`config.mk`:
```
export PLATFORM = sky130hd
export DESIGN_NAME = stage_memory
export DESIGN_NICKNAME = d
export VERILOG_FILES = /design/src/rtl/stage_memory_pkg.sv /design/src/rtl/stage_memory_mem_align.sv /design/src/rtl/stage_memory.sv
export SDC_FILE = /design/constraint.sdc
export NUM_CORES = 1
export LEC_CHECK = 0
export CAP_MARGIN = 10
export CORE_ASPECT_RATIO = 0.5
export CORE_MARGIN = 4
export CORE_UTILIZATION = 40
export DETAILED_ROUTE_END_ITERATION = 8
export DONT_BUFFER_PORTS = 1
export HOLD_SLACK_MARGIN = 0.02
export PLACE_DENSITY = 0.56
export SYNTH_ARGS = -nofsm -noshare
export SYNTH_HDL_FRONTEND = slang
export SYNTH_SLANG_ARGS = --single-unit
```
`constraint.sdc`:
```
create_clock -name clk -period 2.15 [get_ports clk]
set_clock_uncertainty 0.2 [all_clocks]
set_input_delay 0.43 -clock clk [delete_from_list [all_inputs] [get_ports clk]]
set_output_delay 0.43 -clock clk [all_outputs]
set_load 0.1 [all_outputs]
```
`src/rtl/stage_memory_pkg.sv`:
```
// Shared definitions for the memory pipeline stage: access widths,
// exception causes, FSM states and the alignment rule.
package stage_memory_pkg;

    // Access width encodings carried on mem_width (3 is treated as word).
    localparam logic [1:0] MEMW_BYTE = 2'd0;
    localparam logic [1:0] MEMW_HALF = 2'd1;
    localparam logic [1:0] MEMW_WORD = 2'd2;

    // Exception cause encodings reported on exc_cause.
    localparam logic [1:0] EXC_LOAD_MISALIGN   = 2'd0;
    localparam logic [1:0] EXC_STORE_MISALIGN  = 2'd1;
    localparam logic [1:0] EXC_TARGET_MISALIGN = 2'd2;
    localparam logic [1:0] EXC_BUS_ERR         = 2'd3;

    // Bus transfer state: either free or waiting for dmem_ack.
    typedef enum logic {
        MST_IDLE = 1'b0,
        MST_BUSY = 1'b1
    } mem_state_t;

    // A half access needs an even address, a word (or the reserved
    // width) needs both low bits clear; bytes are always aligned.
    function automatic logic is_misaligned(input logic [1:0] width,
                                           input logic [1:0] addr_lo);
        logic result;
        result = 1'b0;
        case (width)
            MEMW_BYTE: result = 1'b0;
            MEMW_HALF: result = addr_lo[0];
            default:   result = |addr_lo;
        endcase
        return result;
    endfunction

endpackage

```
`src/rtl/stage_memory_mem_align.sv`:
```
// Combinational byte-lane logic: store data replication and strobes,
// load lane extraction with sign/zero extension, and the misalign flag.
module mem_align
    import stage_memory_pkg::*;
#(
    parameter int CHECK_ALIGN = 1
) (
    input  logic [1:0]  i_addr_lo,
    input  logic [1:0]  i_width,
    input  logic        i_extend,
    input  logic [31:0] i_store_data,
    input  logic [31:0] i_rdata,
    output logic [31:0] o_wdata,
    output logic [3:0]  o_wstrb,
    output logic [31:0] o_load_data,
    output logic        o_misaligned
);

    logic [31:0] w_shifted;

    // Misalignment is only reported when alignment checking is enabled;
    // otherwise the low address bits are used as-is by the lane logic.
    assign o_misaligned = (CHECK_ALIGN != 0) && is_misaligned(i_width, i_addr_lo);

    // The addressed byte is moved down to bit 0 before truncation.
    assign w_shifted = i_rdata >> {i_addr_lo, 3'b000};

    // Replicate store data across all lanes and select lanes by strobe.
    always_comb begin
        o_wdata = i_store_data;
        o_wstrb = 4'b1111;
        case (i_width)
            MEMW_BYTE: begin
                o_wdata = {4{i_store_data[7:0]}};
                o_wstrb = 4'b0001 << i_addr_lo;
            end
            MEMW_HALF: begin
                o_wdata = {2{i_store_data[15:0]}};
                o_wstrb = 4'b0011 << i_addr_lo;
            end
            default: begin
                o_wdata = i_store_data;
                o_wstrb = 4'b1111;
            end
        endcase
    end

    // Truncate the shifted read data to the access width and extend.
    always_comb begin
        o_load_data = w_shifted;
        case (i_width)
            MEMW_BYTE: o_load_data = {{24{i_extend & w_shifted[7]}}, w_shifted[7:0]};
            MEMW_HALF: o_load_data = {{16{i_extend & w_shifted[15]}}, w_shifted[15:0]};
            default:   o_load_data = w_shifted;
        endcase
    end

endmodule

```
`src/rtl/stage_memory.sv`:
```
// Memory pipeline stage: issues data-memory transfers over a req/ack bus,
// resolves branches and jumps into a redirect, raises misalignment and
// bus-error exceptions, and presents registered results to writeback.
module stage_memory
    import stage_memory_pkg::*;
#(
    parameter int CHECK_ALIGN = 1
) (
    input  logic        clk,
    input  logic        reset_n,
    input  logic        mem_valid,
    input  logic [31:0] mem_pc,
    input  logic [31:0] mem_data0,
    input  logic [31:0] mem_data1,
    input  logic        mem_read,
    input  logic        mem_write,
    input  logic        mem_extend,
    input  logic [1:0]  mem_width,
    input  logic        mem_jmp,
    input  logic        mem_br,
    input  logic        mem_br_inv,
    input  logic [4:0]  wb_reg,
    output logic        mem_stall,
    output logic        dmem_req,
    output logic        dmem_we,
    output logic [31:0] dmem_addr,
    output logic [31:0] dmem_wdata,
    output logic [3:0]  dmem_wstrb,
    input  logic        dmem_ack,
    input  logic [31:0] dmem_rdata,
    input  logic        dmem_err,
    output logic        br_taken,
    output logic [31:0] br_target,
    output logic        wb_valid,
    output logic [4:0]  wb_reg_r,
    output logic [31:0] wb_data,
    output logic        exc_valid,
    output logic [1:0]  exc_cause,
    output logic [31:0] exc_pc
);

    mem_state_t  r_state;
    mem_state_t  r_state_next;

    // Context of the outstanding transfer, captured when it is issued.
    logic        r_is_load;
    logic [1:0]  r_addr_lo;
    logic [1:0]  r_width;
    logic        r_extend;
    logic [31:0] r_pc;
    logic [4:0]  r_rd;

    logic        w_access;
    logic        w_misaligned;
    logic        w_taken;
    logic        w_target_mis;
    logic        w_issue;
    logic        w_ack_done;
    logic        w_misalign_exc;
    logic        w_retire;
    logic [1:0]  w_align_lo;
    logic [1:0]  w_align_width;
    logic        w_align_extend;
    logic [31:0] w_wdata;
    logic [3:0]  w_wstrb;
    logic [31:0] w_load_data;

    assign w_access     = mem_valid & (mem_read | mem_write);
    assign w_taken      = mem_jmp | (mem_br & (mem_data0[0] ^ mem_br_inv));
    assign w_target_mis = (CHECK_ALIGN != 0) && (mem_data1[1:0] != 2'b00);

    // While idle the lane logic looks at the incoming instruction; while
    // busy it uses the captured context so the load result does not depend
    // on execute holding its registers.
    assign w_align_lo     = (r_state == MST_BUSY) ? r_addr_lo : mem_data0[1:0];
    assign w_align_width  = (r_state == MST_BUSY) ? r_width   : mem_width;
    assign w_align_extend = (r_state == MST_BUSY) ? r_extend  : mem_extend;

    mem_align #(
        .CHECK_ALIGN (CHECK_ALIGN)
    ) u_align (
        .i_addr_lo    (w_align_lo),
        .i_width      (w_align_width),
        .i_extend     (w_align_extend),
        .i_store_data (mem_data1),
        .i_rdata      (dmem_rdata),
        .o_wdata      (w_wdata),
        .o_wstrb      (w_wstrb),
        .o_load_data  (w_load_data),
        .o_misaligned (w_misaligned)
    );

    // State register; reset abandons any transfer in flight.
    always_ff @(posedge clk) begin
        if (!reset_n) begin
            r_state <= MST_IDLE;
        end else begin
            r_state <= r_state_next;
        end
    end

    // Next state, stall back to execute and the per-cycle action strobes.
    always_comb begin
        r_state_next   = r_state;
        mem_stall      = 1'b0;
        w_issue        = 1'b0;
        w_ack_done     = 1'b0;
        w_misalign_exc = 1'b0;
        w_retire       = 1'b0;
        case (r_state)
            MST_IDLE: begin
                if (w_access) begin
                    if (w_misaligned) begin
                        w_misalign_exc = 1'b1;
                    end else begin
                        w_issue      = 1'b1;
                        mem_stall    = 1'b1;
                        r_state_next = MST_BUSY;
                    end
                end else if (mem_valid) begin
                    w_retire = 1'b1;
                end
            end
            MST_BUSY: begin
                if (dmem_ack) begin
                    w_ack_done   = 1'b1;
                    r_state_next = MST_IDLE;
                end else begin
                    mem_stall = 1'b1;
                end
            end
            default: r_state_next = MST_IDLE;
        endcase
    end

    // Bus request registers and transfer context; held stable while busy.
    always_ff @(posedge clk) begin
        if (!reset_n) begin
            dmem_req   <= 1'b0;
            dmem_we    <= 1'b0;
            dmem_addr  <= 32'd0;
            dmem_wdata <= 32'd0;
            dmem_wstrb <= 4'd0;
            r_is_load  <= 1'b0;
            r_addr_lo  <= 2'd0;
            r_width    <= 2'd0;
            r_extend   <= 1'b0;
            r_pc       <= 32'd0;
            r_rd       <= 5'd0;
        end else if (w_issue) begin
            dmem_req   <= 1'b1;
            dmem_we    <= mem_write;
            dmem_addr  <= {mem_data0[31:2], 2'b00};
            dmem_wdata <= w_wdata;
            dmem_wstrb <= mem_write ? w_wstrb : 4'b0000;
            r_is_load  <= mem_read;
            r_addr_lo  <= mem_data0[1:0];
            r_width    <= mem_width;
            r_extend   <= mem_extend;
            r_pc       <= mem_pc;
            r_rd       <= wb_reg;
        end else if (w_ack_done) begin
            dmem_req <= 1'b0;
            dmem_we  <= 1'b0;
        end
    end

    // Writeback, redirect and exception outputs; the valid flags are
    // single-cycle pulses that drop unless something retires again.
    always_ff @(posedge clk) begin
        if (!reset_n) begin
            br_taken  <= 1'b0;
            br_target <= 32'd0;
            wb_valid  <= 1'b0;
            wb_reg_r  <= 5'd0;
            wb_data   <= 32'd0;
            exc_valid <= 1'b0;
            exc_cause <= 2'd0;
            exc_pc    <= 32'd0;
        end else begin
            br_taken  <= 1'b0;
            wb_valid  <= 1'b0;
            exc_valid <= 1'b0;
            if (w_ack_done) begin
                if (dmem_err) begin
                    exc_valid <= 1'b1;
                    exc_cause <= EXC_BUS_ERR;
                    exc_pc    <= r_pc;
                end else if (r_is_load) begin
                    wb_valid <= 1'b1;
                    wb_data  <= w_load_data;
                    wb_reg_r <= r_rd;
                end
            end
            if (w_misalign_exc) begin
                exc_valid <= 1'b1;
                exc_cause <= mem_read ? EXC_LOAD_MISALIGN : EXC_STORE_MISALIGN;
                exc_pc    <= mem_pc;
            end
            if (w_retire) begin
                if (w_taken && w_target_mis) begin
                    // A bad target is reported instead of redirecting, and
                    // the instruction produces no writeback.
                    exc_valid <= 1'b1;
                    exc_cause <= EXC_TARGET_MISALIGN;
                    exc_pc    <= mem_pc;
                end else begin
                    wb_valid <= ~mem_br;
                    wb_data  <= mem_data0;
                    wb_reg_r <= wb_reg;
                    if (w_taken) begin
                        br_taken  <= 1'b1;
                        br_target <= mem_data1;
                    end
                end
            end
        end
    end

endmodule
```
* Word-level counts from Yosys, hierarchy flattened
Cells that the tools add are included.
** Operators by class
- $add $sub $neg :: 0
- Multipliers :: 0
- Div/mod/pow operators :: 0
- $lt $le $gt $ge :: 0
- Equality and inequality tests :: 1
- Shifts and indexed selects :: 3
- Multiplexer cells :: 56
- Bitwise logic cells :: 12
- Reductions and logical operators :: 7
** Operator list (number)
- $mux 32 :: 10
- $pmux 32 s2 :: 2
- $shr 32x5->32 :: 1
- $mux 1 :: 28
- $mux 5 :: 5
- $mux 2 :: 7
- $pmux 4 s2 :: 1
- $not 1->1 :: 5
- $and 1x1->1 :: 4
- $mux 4 :: 1
- $pmux 1 s2 :: 2
- $reduce_bool 2->1 :: 2
- $shl 1x2->4 const A :: 1
- $shl 2x2->4 const A :: 1
- $reduce_and 3->1 :: 1
- $reduce_or 3->1 :: 1
- $eq 2x1->1 const B :: 1
- $logic_not 2->1 :: 1
- $or 1x1->1 :: 2
- $reduce_or 2->1 :: 1
- $logic_and 1x1->1 :: 1
- $xor 1x1->1 :: 1
** Storage, ports and cells
- Flip-flop bits (word level) :: 218
- Latch bits :: 0
- RAM bits :: 0
- ROM bits :: 0
- Output and inout bits :: 177
- Word-level logic and storage cells :: 99
- Memories :: 0

* Logic depth before layout (Yosys ltp)
- Word-level depth :: 9
- Mapped depth :: 9

* Hierarchy
From an unflattened synthesis, not the netlist that was laid out.
** Unflattened totals
- Cells, all modules :: 1158
- Area, all modules :: 10224.8 um2
** Modules (own cells, without submodules)
- stage_memory :: instances 1, cells an instance 974, area an instance 8818.5 um2, sequential area each 4364.2 um2
- mem_align :: instances 1, cells an instance 184, area an instance 1406.3 um2, sequential area each 0.0 um2

* Worst setup path before layout
OpenSTA, ideal clock, no wires.
- Kind :: register to output
- Start :: register r_state
- End :: output port mem_stall
- Arrival time :: 2.677 ns
- Path slack :: -1.157 ns
- Cell stages (with the launch flop) :: 4
- Path buffers :: 1
- Cells stage by stage :: dfxtp_1 > buf_4 > inv_1 > o21ai_0
** On the way
- Cells in the longest elaborated chain, start to end :: 6
** Ends and longest elaborated chain
- start, declared :: line stage_memory.sv:42 : mem_state_t r_state;
- start signal, assigned :: line stage_memory.sv:98 : r_state <= r_state_next;
- $mux 2 (on tied branches) :: line stage_memory.sv:76, stage_memory.sv:75
- $eq 2x1->1, or another cell as far along :: line stage_memory_pkg.sv:28 : case (width)
- $pmux 1 s2 :: line stage_memory_pkg.sv:28
- $mux 1 :: line stage_memory.sv:113 : if (w_misaligned) begin
- $mux 1 :: line stage_memory.sv:112 : if (w_access) begin
- $pmux 1 s2 * :: line stage_memory.sv:110 : case (r_state)
- end, declared :: line stage_memory.sv:23 : output logic mem_stall,
Mark *: on every way between the ends. The rest lies on a longest branch, timed or not.

* Worst setup path after layout
Ends and elaborated chain as after synthesis.

==> flow_summary.ini <==
[die]
die_h_um = 116.7
initial_core_util_pct = 41.03
die_x_um = 225.4
rows = 39
die_area_um2 = 26300
coreArea_um2 = 23030
io_pins = 323

[timing]
rsz0062_at_grt = yes
tightest_slew_ns = 1.165
fin_hold_ws_ns = 0.02608
fmax_mhz = 403.5
finalSetupViolations = 4
hold_viol_final = 0
max_slew_margin_pct = 22.08
fin_crit_sh_pct = 115.3
min_period_ns = 2.478
slew_viol_final = 0
postLayoutSetupSlackWorst_ns = -0.3285

[synth]
synthSimpleGateAreaFrac_pct = 19.73
muxShareOfSynthArea_pct = 5.362
synth_adder_area_share_pct = 0
syn_area_um2 = 9450
yosysTopAreaCell = dfxtp_1
synth_xor_area_share_pct = 0.09268
synth.avg_cell_area_um2 = 8.147
synth_seq_cells = 218
synth_cells = 1160
async_flop_share_pct = 0
synth_cell_type_count = 51
yosys_warnings = 0
ys.flop_type = dfxtp_1
synth_edf_count = 0
ys_seq_area_share_pct = 46.18
ys_top_cells_by_area = dfxtp_1, nand2_1, a21oi_1
synth_top_family_by_area = compound AO/OA/AOI/OAI gates
yosys.area.top_type_share_pct = 46.18
synth-compound-area-share_pct = 23.58

[finish]
area_delta_synth_final_pct = 50.32
final_common_cell = nand2_1
drive_above_1_share_pct = 25.25
final_cell_mix = nand2_1, dfxtp_1, buf_4
diodes = 0
final_nets = 1623
stdcell_count = 1796

[global_route]
grt_usage_pct = 26.40
grt_antenna_before_repair = 1
gr-total-overflow = 0
grt_pass1_wl_mm = 55.51
grt_max_degree = 55
grt_pass1_vias = 9542

[critical_path]
cpLargestDelayFamily = compound AO/OA/AOI/OAI gates
critPathSlowestCell = dfxtp_4
startpoint_type = register
r2r_cells = 8
crit_start = r_state$_SDFF_PN0_
path_max_fanout = 6
worstSetupEndpointType = output pin
rrSetupSlack_ns = -0.07
cp.depth = 5
cp.required_ns = 1.52
r2r_end = wb_data[15]$_SDFF_PN0_
cp_num_buf_inv = 1
critPathKind = register to output pin
cp.arrival_ns = 1.85
timing.rr.start = r_state$_SDFF_PN0_
cp_cell_sequence = mux2i_4, o211ai_1, a21bo_4, o21ai_4, buf_12
max_stage_delay_ns = 0.40
crit_end = mem_stall

[place]
io_buffers = 0
hpwl_mm = 23.49
place.gp.congestion = 0.8816
dp.cells = 1596

[route]
routed_wl_mm = 37.96
avgViaCountPerCell = 5.644
first_iter_violations = 944
final_antenna_net_count = 0
wire_per_inst_um = 21.14
first_pass_iters = 5
vias = 10137
post-route-drc-count = 0

[pwr]
power_density_nw_per_um2 = 839.1
p_leak_uw = 0.005696
ir_worst_vdd_uv = 693.2

[clocking]
clk_pin_slew_worst_paths_ns = 0.07
cts_max_level = 1
root_buffer = clkbuf_16
cts_buffers = 22
clock_latency_ns = 0.52
clk_path_buf_depth = 3
cts.sinks = 218
tritoncts = done

[min_path]
hold_class = input port to register

[run_status]
violations = setup timing
status = finished, violations left

[job]
cap_violations = 0
-- power by group --
part	internal [uW]	total, uW	switching, uW
clock network	2250	3950	1700
registers	4290	4400	116
logic	1060	3570	2510
-- layer usage --
metal	share of wire [%]	global-route usage [%]
met5	0.034	0
met4	3.3	8.153
met1	42	33.88
met3	8.0	6.303
met2	47	44.69
-- synthesized netlist by cell type (2+ instances only) --
cell type	number
o311ai_0	17
a221oi_1	7
and3_1	4
a31oi_1	17
a211oi_2	29
inv_1	4
nand2_1	330
dfxtp_1	218
nand3_1	27
nor3_1	3
o21ai_0	17
o2bb2ai_1	8
nor3b_1	3
or3_1	17
buf_4	3
a311oi_1	21
buf_2	25
a222oi_1	8
nand3b_1	2
nor2_1	57
a211oi_1	13
and2_1	2
mux2_2	3
a211o_1	2
nand3_2	2
nand2b_1	2
mux2i_1	45
buf_6	5
a21oi_1	179
o21ai_1	2
clkbuf_1	67
o211ai_1	2
-- area by class of cell --
cell class,instances,area [um^2]
sequential,218,4369
tap,307,384.1
timing repair buffer,392,3809
inverter,4,20.02
clock buffer,27,610.6
fill,1980,8826
multi-input combinational,839,4913
clock inverter,9,100.1
-- registers in the layout (all words and copies together), names as in the netlist --
register and cells:
br_target 32, dmem_wdata 32, exc_pc 32, r_pc 32, wb_data 32, dmem_addr 30, r_rd 5, wb_reg_r 5
dmem_wstrb 4, exc_cause 2, r_addr_lo 2, r_width 2, br_taken 1, dmem_req 1, dmem_we 1, exc_valid 1
r_extend 1, r_is_load 1, r_state 1, wb_valid 1
-- kinds of logic after synthesis --
group / after synthesis
AOI/OAI and AO/OA: 332
xor gates and xnor gates: 1
buffers and inverters: 105
DFF: 218
muxes: 49
other: 1
and+or+nand+nor: 454
-- per-stage QoR --
stage	utilization (%)	total power [uW]	instance area, um^2	setup WS [ns]	setup TNS [ns]
global route	61.68	12300	14210	-0.3742	-3.748
detailed placement	49.36	7499	11370	-0.06343	-0.4397
floorplan	-	6807	9487	-0.1197	-0.1197
finish	61.68	11920	14210	-0.3285	-0.4152
CTS	59.21	11780	13640	-0.3432	-6.267
global placement	49.36	7451	11370	0.02558	0
-- how the worst min path moves through the flow --
stage / end / slack, ns / cells past startpoint / startpoint
4_1_cts: wb_data[6]$_SDFF_PN0_ / 0.02 / 4 / dmem_rdata[14]
3_3_place_gp: r_pc[22]$_SDFFE_PN0P_ / 0.24 / 2 / r_pc[22]$_SDFFE_PN0P_
2_1_floorplan: r_pc[0]$_SDFFE_PN0P_ / 0.24 / 2 / r_pc[0]$_SDFFE_PN0P_
3_5_place_dp: r_pc[24]$_SDFFE_PN0P_ / 0.25 / 2 / r_pc[24]$_SDFFE_PN0P_
6_report: dmem_wdata[26]$_SDFFE_PN0P_ / 0.03 / 2 / mem_data1[26]
5_1_grt: dmem_wdata[25]$_SDFFE_PN0P_ / 0.03 / 2 / mem_data1[25]
-- what timing repair did --
item,CTS,global route
gates resized for setup,15,52
cloned,3,10
pin swaps,5,18
hold buffers,133,0
buffers inserted,7,12
endpoints found under the setup margin,61,167
endpoints found under the hold margin,211,0
(Power assumes the default switching activity.)
